$ cat src/rtl/ps2_pkg.sv
// Shared PS/2 definitions: transmitter state encoding, frame geometry, common command bytes.
// Latency: n/a (types and constants only).
// Backpressure: n/a.
package ps2_pkg;

  // Host transmitter states.
  typedef enum logic [2:0] {
    IDLE,
    INHIBIT,
    REQ,
    SHIFT,
    ACK,
    WAIT_IDLE
  } ps2_tx_state_t;

  // Bits shifted after the start bit: 8 data + odd parity + stop.
  localparam int PS2_FRAME_BITS = 10;

  // Commonly used command and response bytes.
  localparam logic [7:0] CMD_SET_LEDS = 8'hED;
  localparam logic [7:0] CMD_RESET    = 8'hFF;
  localparam logic [7:0] RESP_ACK     = 8'hFA;

  // Builds the shift-register image of a host frame. LSB goes out first, so
  // data bit 0 is at index 0, then odd parity, then the stop bit.
  function automatic logic [PS2_FRAME_BITS-1:0] ps2_tx_frame(input logic [7:0] data);
    return {1'b1, ~^data, data};
  endfunction

endpackage

$ cat src/rtl/ps2_line_filter.sv
// PS/2 pad conditioning: 2-FF synchronisers, FILTER_LEN-sample glitch filter, registered clock fall strobe.
// Latency: sync outputs 2 cycles; filtered levels and fall_edge_o 2 + FILTER_LEN cycles after a pad change.
// Backpressure: none; free-running, one fall_edge_o pulse per accepted 1->0 clock transition.
//
// Ports:
//   clk, reset_n      system clock, asynchronous active-low reset
//   ps2_clk_i/data_i  raw asynchronous pad levels
//   clk_sync_o        synchronised (unfiltered) clock level
//   data_sync_o       synchronised (unfiltered) data level
//   data_filt_o       filtered data level
//   fall_edge_o       one-cycle pulse when the filtered clock goes 1 -> 0
module ps2_line_filter #(
  parameter int FILTER_LEN = 4
) (
  input  logic clk,
  input  logic reset_n,
  input  logic ps2_clk_i,
  input  logic ps2_data_i,
  output logic clk_sync_o,
  output logic data_sync_o,
  output logic data_filt_o,
  output logic fall_edge_o
);

  localparam int FW = (FILTER_LEN > 1) ? $clog2(FILTER_LEN) : 1;
  localparam logic [FW-1:0] FLT_LAST = FW'(FILTER_LEN - 1);

  // Index 1 is the metastability-safe stage.
  logic [1:0]    clk_meta_q, data_meta_q;
  logic          clk_filt_q, clk_filt_d;
  logic          data_filt_q, data_filt_d;
  logic [FW-1:0] clk_cnt_q, clk_cnt_d;
  logic [FW-1:0] data_cnt_q, data_cnt_d;
  logic          fall_q, fall_d;

  // The counters track consecutive samples that disagree with the current
  // filtered level; the level only flips on the FILTER_LEN-th such sample,
  // so any shorter run is dropped without a trace.
  always_comb begin
    clk_filt_d = clk_filt_q;
    clk_cnt_d  = '0;
    if (clk_meta_q[1] != clk_filt_q) begin
      if (clk_cnt_q == FLT_LAST) begin
        clk_filt_d = clk_meta_q[1];
      end else begin
        clk_cnt_d = clk_cnt_q + FW'(1);
      end
    end

    data_filt_d = data_filt_q;
    data_cnt_d  = '0;
    if (data_meta_q[1] != data_filt_q) begin
      if (data_cnt_q == FLT_LAST) begin
        data_filt_d = data_meta_q[1];
      end else begin
        data_cnt_d = data_cnt_q + FW'(1);
      end
    end

    fall_d = clk_filt_q & ~clk_filt_d;
  end

  // Idle bus is high, so everything resets to 1 to avoid a phantom edge.
  always_ff @(posedge clk or negedge reset_n) begin
    if (!reset_n) begin
      clk_meta_q  <= 2'b11;
      data_meta_q <= 2'b11;
      clk_filt_q  <= 1'b1;
      data_filt_q <= 1'b1;
      clk_cnt_q   <= '0;
      data_cnt_q  <= '0;
      fall_q      <= 1'b0;
    end else begin
      clk_meta_q  <= {clk_meta_q[0], ps2_clk_i};
      data_meta_q <= {data_meta_q[0], ps2_data_i};
      clk_filt_q  <= clk_filt_d;
      data_filt_q <= data_filt_d;
      clk_cnt_q   <= clk_cnt_d;
      data_cnt_q  <= data_cnt_d;
      fall_q      <= fall_d;
    end
  end

  assign clk_sync_o  = clk_meta_q[1];
  assign data_sync_o = data_meta_q[1];
  assign data_filt_o = data_filt_q;
  assign fall_edge_o = fall_q;

endmodule

$ cat src/rtl/ps2_host_tx.sv
// PS/2 host-to-device byte transmitter: request-to-send, bit serialisation on device clock, ACK check.
// Latency: clk_oe 1 cycle after accept; data_oe INHIBIT_CYCLES+1 after accept; bit update 2+FILTER_LEN+1 after pad fall.
// Backpressure: tx_ready only in IDLE; send_req while busy is ignored, not queued.
//
// Ports:
//   clk, reset_n              system clock, asynchronous active-low reset
//   tx_data, send_req         byte and request; accepted when send_req & tx_ready at a clock edge
//   tx_ready, tx_busy         IDLE indicator and its complement (receiver gate)
//   tx_done, tx_error         one-cycle result pulses (ACK=0 / timeout or ACK=1)
//   ps2_clk_in, ps2_data_in   raw open-drain pad levels
//   ps2_clk_oe, ps2_data_oe   1 pulls the respective line low
module ps2_host_tx
  import ps2_pkg::*;
#(
  parameter int INHIBIT_CYCLES = 5000,
  parameter int TIMEOUT_CYCLES = 750000,
  parameter int FILTER_LEN     = 4
) (
  input  logic       clk,
  input  logic       reset_n,
  input  logic [7:0] tx_data,
  input  logic       send_req,
  output logic       tx_ready,
  output logic       tx_busy,
  output logic       tx_done,
  output logic       tx_error,
  input  logic       ps2_clk_in,
  input  logic       ps2_data_in,
  output logic       ps2_clk_oe,
  output logic       ps2_data_oe
);

  localparam int CNT_MAX = (INHIBIT_CYCLES > TIMEOUT_CYCLES) ? INHIBIT_CYCLES : TIMEOUT_CYCLES;
  localparam int CW      = (CNT_MAX > 1) ? $clog2(CNT_MAX) : 1;

  localparam logic [CW-1:0] INHIBIT_LAST = CW'(INHIBIT_CYCLES - 1);
  localparam logic [CW-1:0] TIMEOUT_LAST = CW'(TIMEOUT_CYCLES - 1);
  localparam logic [3:0]    BITS_ALL     = 4'(PS2_FRAME_BITS);
  localparam logic [3:0]    BITS_LAST    = 4'(PS2_FRAME_BITS - 1);

  logic clk_sync, data_sync, data_filt, fall_edge;

  ps2_line_filter #(
    .FILTER_LEN (FILTER_LEN)
  ) u_line_filter (
    .clk         (clk),
    .reset_n     (reset_n),
    .ps2_clk_i   (ps2_clk_in),
    .ps2_data_i  (ps2_data_in),
    .clk_sync_o  (clk_sync),
    .data_sync_o (data_sync),
    .data_filt_o (data_filt),
    .fall_edge_o (fall_edge)
  );

  ps2_tx_state_t               state_q;
  logic [PS2_FRAME_BITS-1:0]   shreg_q;
  logic [3:0]                  bitcnt_q;
  logic [CW-1:0]               cnt_q;
  logic [CW-1:0]               cnt_inc;
  logic                        clk_oe_q, data_oe_q;
  logic                        done_q, err_q;
  logic                        ack_ok_q;
  logic                        inhibit_end, timeout_hit;

  // One counter serves both the inhibit hold and the device-wait timeout;
  // they never overlap since INHIBIT is the only state that times the hold.
  assign cnt_inc     = cnt_q + CW'(1);
  assign inhibit_end = (cnt_q == INHIBIT_LAST);
  assign timeout_hit = (cnt_q == TIMEOUT_LAST);

  always_ff @(posedge clk or negedge reset_n) begin
    if (!reset_n) begin
      state_q   <= IDLE;
      shreg_q   <= '0;
      bitcnt_q  <= '0;
      cnt_q     <= '0;
      clk_oe_q  <= 1'b0;
      data_oe_q <= 1'b0;
      done_q    <= 1'b0;
      err_q     <= 1'b0;
      ack_ok_q  <= 1'b0;
    end else begin
      done_q <= 1'b0;
      err_q  <= 1'b0;
      cnt_q  <= cnt_inc;

      unique case (state_q)
        IDLE: begin
          clk_oe_q  <= 1'b0;
          data_oe_q <= 1'b0;
          cnt_q     <= '0;
          if (send_req) begin
            shreg_q  <= ps2_tx_frame(tx_data);
            bitcnt_q <= '0;
            clk_oe_q <= 1'b1;
            state_q  <= INHIBIT;
          end
        end

        // Our own clock pull-down produces a filtered fall here; it must not
        // restart the hold, so fall_edge is deliberately ignored.
        INHIBIT: begin
          if (inhibit_end) begin
            data_oe_q <= 1'b1;
            cnt_q     <= '0;
            state_q   <= REQ;
          end
        end

        // Data already low: releasing the clock turns this into the start bit.
        REQ: begin
          clk_oe_q <= 1'b0;
          cnt_q    <= '0;
          state_q  <= SHIFT;
        end

        SHIFT: begin
          if (fall_edge) begin
            data_oe_q <= ~shreg_q[0];
            shreg_q   <= {1'b0, shreg_q[PS2_FRAME_BITS-1:1]};
            cnt_q     <= '0;
            if (bitcnt_q < BITS_ALL) begin
              bitcnt_q <= bitcnt_q + 4'd1;
            end
            if (bitcnt_q == BITS_LAST) begin
              state_q <= ACK;
            end
          end else if (timeout_hit) begin
            clk_oe_q  <= 1'b0;
            data_oe_q <= 1'b0;
            err_q     <= 1'b1;
            cnt_q     <= '0;
            state_q   <= IDLE;
          end
        end

        ACK: begin
          if (fall_edge) begin
            ack_ok_q <= ~data_filt;
            cnt_q    <= '0;
            state_q  <= WAIT_IDLE;
          end else if (timeout_hit) begin
            clk_oe_q  <= 1'b0;
            data_oe_q <= 1'b0;
            err_q     <= 1'b1;
            cnt_q     <= '0;
            state_q   <= IDLE;
          end
        end

        // Result is held back until the device releases both lines so the
        // receiver never sees the tail of the ACK as a frame start.
        WAIT_IDLE: begin
          if (clk_sync && data_sync) begin
            done_q  <= ack_ok_q;
            err_q   <= ~ack_ok_q;
            cnt_q   <= '0;
            state_q <= IDLE;
          end else if (fall_edge) begin
            cnt_q <= '0;
          end else if (timeout_hit) begin
            clk_oe_q  <= 1'b0;
            data_oe_q <= 1'b0;
            err_q     <= 1'b1;
            cnt_q     <= '0;
            state_q   <= IDLE;
          end
        end

        default: begin
          clk_oe_q  <= 1'b0;
          data_oe_q <= 1'b0;
          cnt_q     <= '0;
          state_q   <= IDLE;
        end
      endcase
    end
  end

  assign tx_ready = (state_q == IDLE);
  assign tx_busy  = (state_q != IDLE);
  assign tx_done  = done_q;
  assign tx_error = err_q;

  // Gated by reset_n so the pads are released the instant reset asserts.
  assign ps2_clk_oe  = clk_oe_q & reset_n;
  assign ps2_data_oe = data_oe_q & reset_n;

endmodule

$ cat config.mk
export PLATFORM = sky130hd
export DESIGN_NAME = ps2_host_tx
export DESIGN_NICKNAME = d
export VERILOG_FILES = /design/src/rtl/ps2_pkg.sv /design/src/rtl/ps2_line_filter.sv /design/src/rtl/ps2_host_tx.sv
export SDC_FILE = /design/constraint.sdc
export NUM_CORES = 1
export LEC_CHECK = 0
export ABC_AREA = 1
export BUFFER_PORTS_ARGS = -buffer_cell sky130_fd_sc_hd__buf_2
export CORE_MARGIN = 2
export CORE_UTILIZATION = 60
export DETAILED_ROUTE_END_ITERATION = 12
export PLACE_DENSITY = 0.79
export RECOVER_POWER = 25
export SYNTH_ARGS = -nofsm -noshare
export SYNTH_HDL_FRONTEND = slang
export SYNTH_SLANG_ARGS = --single-unit
$ cat constraint.sdc
create_clock -name clk -period 2 [get_ports clk]
set_clock_uncertainty 0.2 [all_clocks]
set_input_delay 0.2 -clock clk [delete_from_list [all_inputs] [get_ports clk]]
set_output_delay 0.2 -clock clk [all_outputs]
set_load 0.01 [all_outputs]
* Yosys cells after proc, flatten, opt, wreduce, memory -nomap -nowiden
Cells that the tools add are included.
Storage, ports and cells: flip-flop bits (word level) 53, bits of input ports 13, output and inout bits 6, logic and storage cells 106
Operators by class: add/sub/neg operators 4, magnitude comparators 1, equality and inequality tests 19, mux-type cells 44, bitwise logic cells 9, reductions and logical operators 13
Operator list (number):
- two-way mux 20 bit | 4
- case mux 20 bit (3 select lines) | 1
- two-way mux 3 bit | 8
- adder 20 x 1 -> 20 bit, second input constant | 1
- equality test 20 x 13 -> 1 bit, second input constant | 1
- equality test 20 bit, second input constant | 1
- two-way mux 10 bit | 2
- case mux 10 bit (2 select lines) | 1
- case mux 3 bit (6 select lines) | 1
- two-way mux 1 bit | 16
- two-way mux 4 bit | 3
- two-way mux 2 bit | 4
- inequality test 2 bit, second input constant | 4
- case mux 4 bit (2 select lines) | 1
- AND reduction 4 bit | 2
- XNOR reduction 8 bit | 1
- equality test 3 x 2 -> 1 bit, second input constant | 2
- equality test 3 bit, second input constant | 2
- inequality test 3 bit, second input constant | 2
- NOT 1 bit | 6
- AND reduction 2 bit | 3
- AND reduction 3 bit | 2
- case mux 1 bit (5 select lines) | 1
- adder 2 x 1 -> 2 bit, second input constant | 2
- 15 further kinds | 19

* Logic depth before layout (Yosys ltp)
depth after elaboration 5, gate-level depth with buffers 11, mapped depth without buffers 11

* Modules after synthesis
A second synthesis with hierarchy kept.
Unflattened totals: cell total of the unflattened synthesis 413, area, all modules 3124.2 µm²
By module, submodules not included:
- ps2_host_tx | times used 1, cells an instance 376, area each 2715.1 µm²
- ps2_line_filter | times used 1, cells an instance 37, area each 409.1 µm²

* Worst setup path before layout
OpenSTA, ideal clock, no wires.
path type register to register, start reg cnt_q[0], end reg cnt_q[12], setup time 0.121 ns, arrival 1.398 ns, required time 1.679 ns, setup slack 0.281 ns, stages on the path, launching flop included 10, cell sequence dfrtp_1 -> ha_1 -> nand2_1 -> nor2_1 -> nand3_2 -> nand2_2 -> nand2_4 -> inv_4 -> buf_6 -> nor2_2
On the way: longest elaborated chain between the ends 5
Ends and longest elaborated chain:
- start: declaration | line ps2_host_tx.sv:59 | logic [CW-1:0] cnt_q;
- start signal: assignment | line ps2_host_tx.sv:86 | cnt_q <= cnt_inc;
- adder 20 x 1 -> 20 bit or equality test 20 bit (tied branches) | line ps2_host_tx.sv:68, ps2_host_tx.sv:70
- two-way mux 20 bit | line ps2_host_tx.sv:129, ps2_host_tx.sv:143, ps2_host_tx.sv:162
- two-way mux 20 bit | line ps2_host_tx.sv:119 | if (fall_edge) begin
- two-way mux 20 bit | line ps2_host_tx.sv:155 | if (clk_sync && data_sync) begin
- case mux 20 bit (3 select lines) (*) | line ps2_host_tx.sv:88 | unique case (state_q)
Mark *: on every way between the ends. The rest lies on a longest branch, timed or not. A chain may end at the register's enable or synchronous reset.

* Worst setup path in the final report
start reg cnt_q[0], end reg cnt_q[18]
The elaborated chain is that of the path after synthesis.

==> impl_metrics.csv <==
group,metric,value,unit
status,status,"finished, final reports clean",
min_path,whs_path_depth,4,
worst_setup_path,worstRegToRegCells,10,
clocking,cts_buffers,5,
place,gp_congestion,0.963,
clocking,cts_buffer_depth,2,
finish,fin_nets,462,
power_and_ir_drop,power,3.57,mW
drt,post-route-drc-count,0,
drt,drt_iter0_drc,186,
sta,fin_ws,137,ps
min_path,holdPathEnd,"bitcnt_q[3]",
synthesis,yosys.area_share.simple,35.0,%
synthesis,netlist_instances,405,
finish,drive_gt1_share,14.8,%
synthesis,synthArstFlopShare,100,%
min_path,min-delay-start,"send_req",
synthesis,synthMuxAreaShare,0.375,%
worst_setup_path,rr_startpoint,"cnt_q[0]",
clocking,path_clk_slew,100,ps
drt,drt-pass1-iter-count,5,
place,io_buffers,18,
synthesis,synth_top_flop_cell,"dfrtp_1",
global_route,first_global_vias,2465,
synthesis,synth_compound_area_share,3.83,%
global_route,grt_max_degree,29,
clocking,clock_sinks,53,
synthesis,yosysMostFrequentCell,"nand2_1",
synthesis,synth-xor-area-share,6.41,%
synthesis,ys_ff_latch,53,
worst_setup_path,r2r_slack,140,ps
floorplanning,ios,19,
sta,hold_violations,0,
synthesis,ys_top_cells_by_area,"dfrtp_1 (39%), nand2_1 (16%), nor2_1 (8.4%)",
finish,postLayoutCellArea,3430,um^2
floorplanning,core_area,4790,um^2
drt,routedWlPerCell,12.3,um
floorplanning,row_count,25,
place,dp_slack,115,ps
synthesis,synth.distinct_cells,29,
floorplanning,die_area,5590,um^2
drt,vias,2638,
place,placed_area,3210,um^2
synthesis,synth_commonest_cells,"nand2_1 (125), nor2_1 (67), inv_1 (49)",
synthesis,synth-edff-count,0,
clocking,clk_latency,310,ps
synthesis,syn_area_per_cell,7.42,um^2
sta,post-route-period-util,93.1,%
finish,diodes,0,
floorplanning,die_h,74.8,um
floorplanning,start_util,62.8,%
global_route,grt_usage,25.2,%
min_path,hp-class,"input port to flip-flop",
sta,drv_slew,0,
sta,setup_viol,0,
power_and_ir_drop,power_density,1040,nW/um^2
sta,fin_crit,1860,ps
worst_setup_path,required,1990,ps
place,dp_hpwl,4.53,mm
synthesis,synth_nets,423,
drt,antenna_left,0,
global_route,grt_pass1_wl,10.8,mm
worst_setup_path,worstPathArrival,1850,ps
global_route,grt.overflow.total,0,
synthesis,synth_top_family_by_area,"simple AND/OR/NAND/NOR gates",
clocking,cts_tree,"built",
flow_run,drv_cap,0,
sta,slew_headroom,49.3,%
synthesis,yosysWarnings,0,
synthesis,syn_area,3000,um^2
power_and_ir_drop,ir_drop,645,uV
global_route,antenna_found_initial,0,
worst_setup_path,crit_path_end_kind,"flip-flop",
clocking,cts_max_level,2,
sta,tightest_slew,761,ps
worst_setup_path,critPathLaunchType,"flip-flop",
floorplanning,die_w,74.8,um
synthesis,seq_area_frac_synth,44.4,%
synthesis,synthAdderAreaFrac,2.08,%
clocking,cts_root_buf,"clkbuf_8",
drt,wl,6.30,mm
finish,areaGrowthSynthToFinish,14.2,%
power_and_ir_drop,p_leak,1.70,nW
sta,max_freq,0.537,GHz
synthesis,synth_top_area_share,39.2,%
synthesis,synth_area_leader_cell,"dfrtp_1",
finish,post-route-util,71.7,%
drt,via_per_inst,5.15,
worst_setup_path,timing.rr.end,"cnt_q[18]",
worst_setup_path,crit_fanout,18,
worst_setup_path,criticalPathCategory,"flip-flop to flip-flop",
[timing repair]
item	4_1_cts	5_1_grt
endpoints found under the hold margin	35	0
gates resized for setup	0	5
buffers inserted	0	0
hold buffers	11	0
endpoints found under the setup margin	0	19
[placed cells by master (no fill, tap or decap), types with 3 or more instances in the layout]
| master | n |
|---|---|
| a21oi_1 | 6 |
| a31oi_1 | 8 |
| buf_2 | 18 |
| buf_4 | 8 |
| clkbuf_8 | 5 |
| dfrtp_1 | 46 |
| dfstp_2 | 5 |
| dlygate4sd3_1 | 11 |
| ha_1 | 5 |
| inv_1 | 49 |
| nand2_1 | 125 |
| nand2_2 | 3 |
| nand3_1 | 21 |
| nand4_1 | 5 |
| nor2_1 | 64 |
| nor2_2 | 14 |
| nor2_4 | 3 |
| nor3_1 | 7 |
| o21ai_0 | 4 |
| xnor2_1 | 10 |
| xor2_1 | 12 |
[worst max-delay path by stage]
stage	start	end	slack [ps]	depth (start not counted)
6_report	cnt_q[0]	cnt_q[18]	140	10
5_1_grt	cnt_q[0]	cnt_q[0]	-2	10
4_1_cts	cnt_q[0]	cnt_q[8]	100	10
3_5_place_dp	cnt_q[0]	cnt_q[8]	120	10
3_3_place_gp	cnt_q[0]	cnt_q[0]	190	10
2_1_floorplan	cnt_q[0]	cnt_q[12]	280	9
[power breakdown]
group | switching [mW] | internal (mW) | total, mW
combinational | 0.821 | 0.482 | 1.30
clock | 0.340 | 0.372 | 0.711
sequential | 0.219 | 1.34 | 1.55
total | 1.38 | 2.19 | 3.57
[critical path: stages, from the launching register on]
cell and delay (ps):
dfrtp_1 390, ha_1 250, nand2_1 110, inv_1 80, nand2_1 50, nor2_1 90, nand3_1 90, nand2_1 150
nand2_4 90, inv_6 160, nor2_1 70
[cell type report]
| cell class | count | area, um^2 |
|---|---|---|
| clock buffer | 6 | 72.6 |
| clock inverter | 2 | 35.0 |
| fill | 395 | 1350 |
| inverter | 52 | 200 |
| multi-input combinational | 294 | 1440 |
| sequential | 53 | 1340 |
| tap | 67 | 83.8 |
| timing repair buffer | 38 | 264 |
[metal layers]
| layer | global-route usage, % | routed length (um) | part of all wire (%) |
|---|---|---|---|
| met2 | 38.3 | 2940 | 47 |
| met3 | 4.15 | 368 | 5.8 |
| met1 | 36.7 | 2910 | 46 |
| met4 | 9.13 | 79 | 1.3 |
| met5 | 0 | 0 | 0 |
[kinds of logic (layout without fill, tap and decap cells)]
group | Yosys count | count (layout)
buf+inv | 58 | 98
flops | 53 | 53
fa+ha+maj | 5 | 5
compound gates | 20 | 20
mux | 1 | 1
xor+xnor | 22 | 22
simple gates | 246 | 246
[state kept, by name, indices dropped and copies added (netlist names), 2 cells and up]
signal,flops
u_line_filter.data_cnt_q,2
u_line_filter.data_meta_q,2
cnt_q,20
u_line_filter.clk_meta_q,2
shreg_q,10
bitcnt_q,4
u_line_filter.clk_cnt_q,2
state_q,3
[stage by stage]
step                TNS [ps]  std cells  hold slack [ps]
floorplan                  0        405             -296
detailed placement         0        493            -82.4
global placement           0        493            -82.8
finish                     0        512             58.9
global route           -1.53        512             86.9
CTS                        0        512             57.4
No activity file was read; power rests on OpenSTA's default activity.
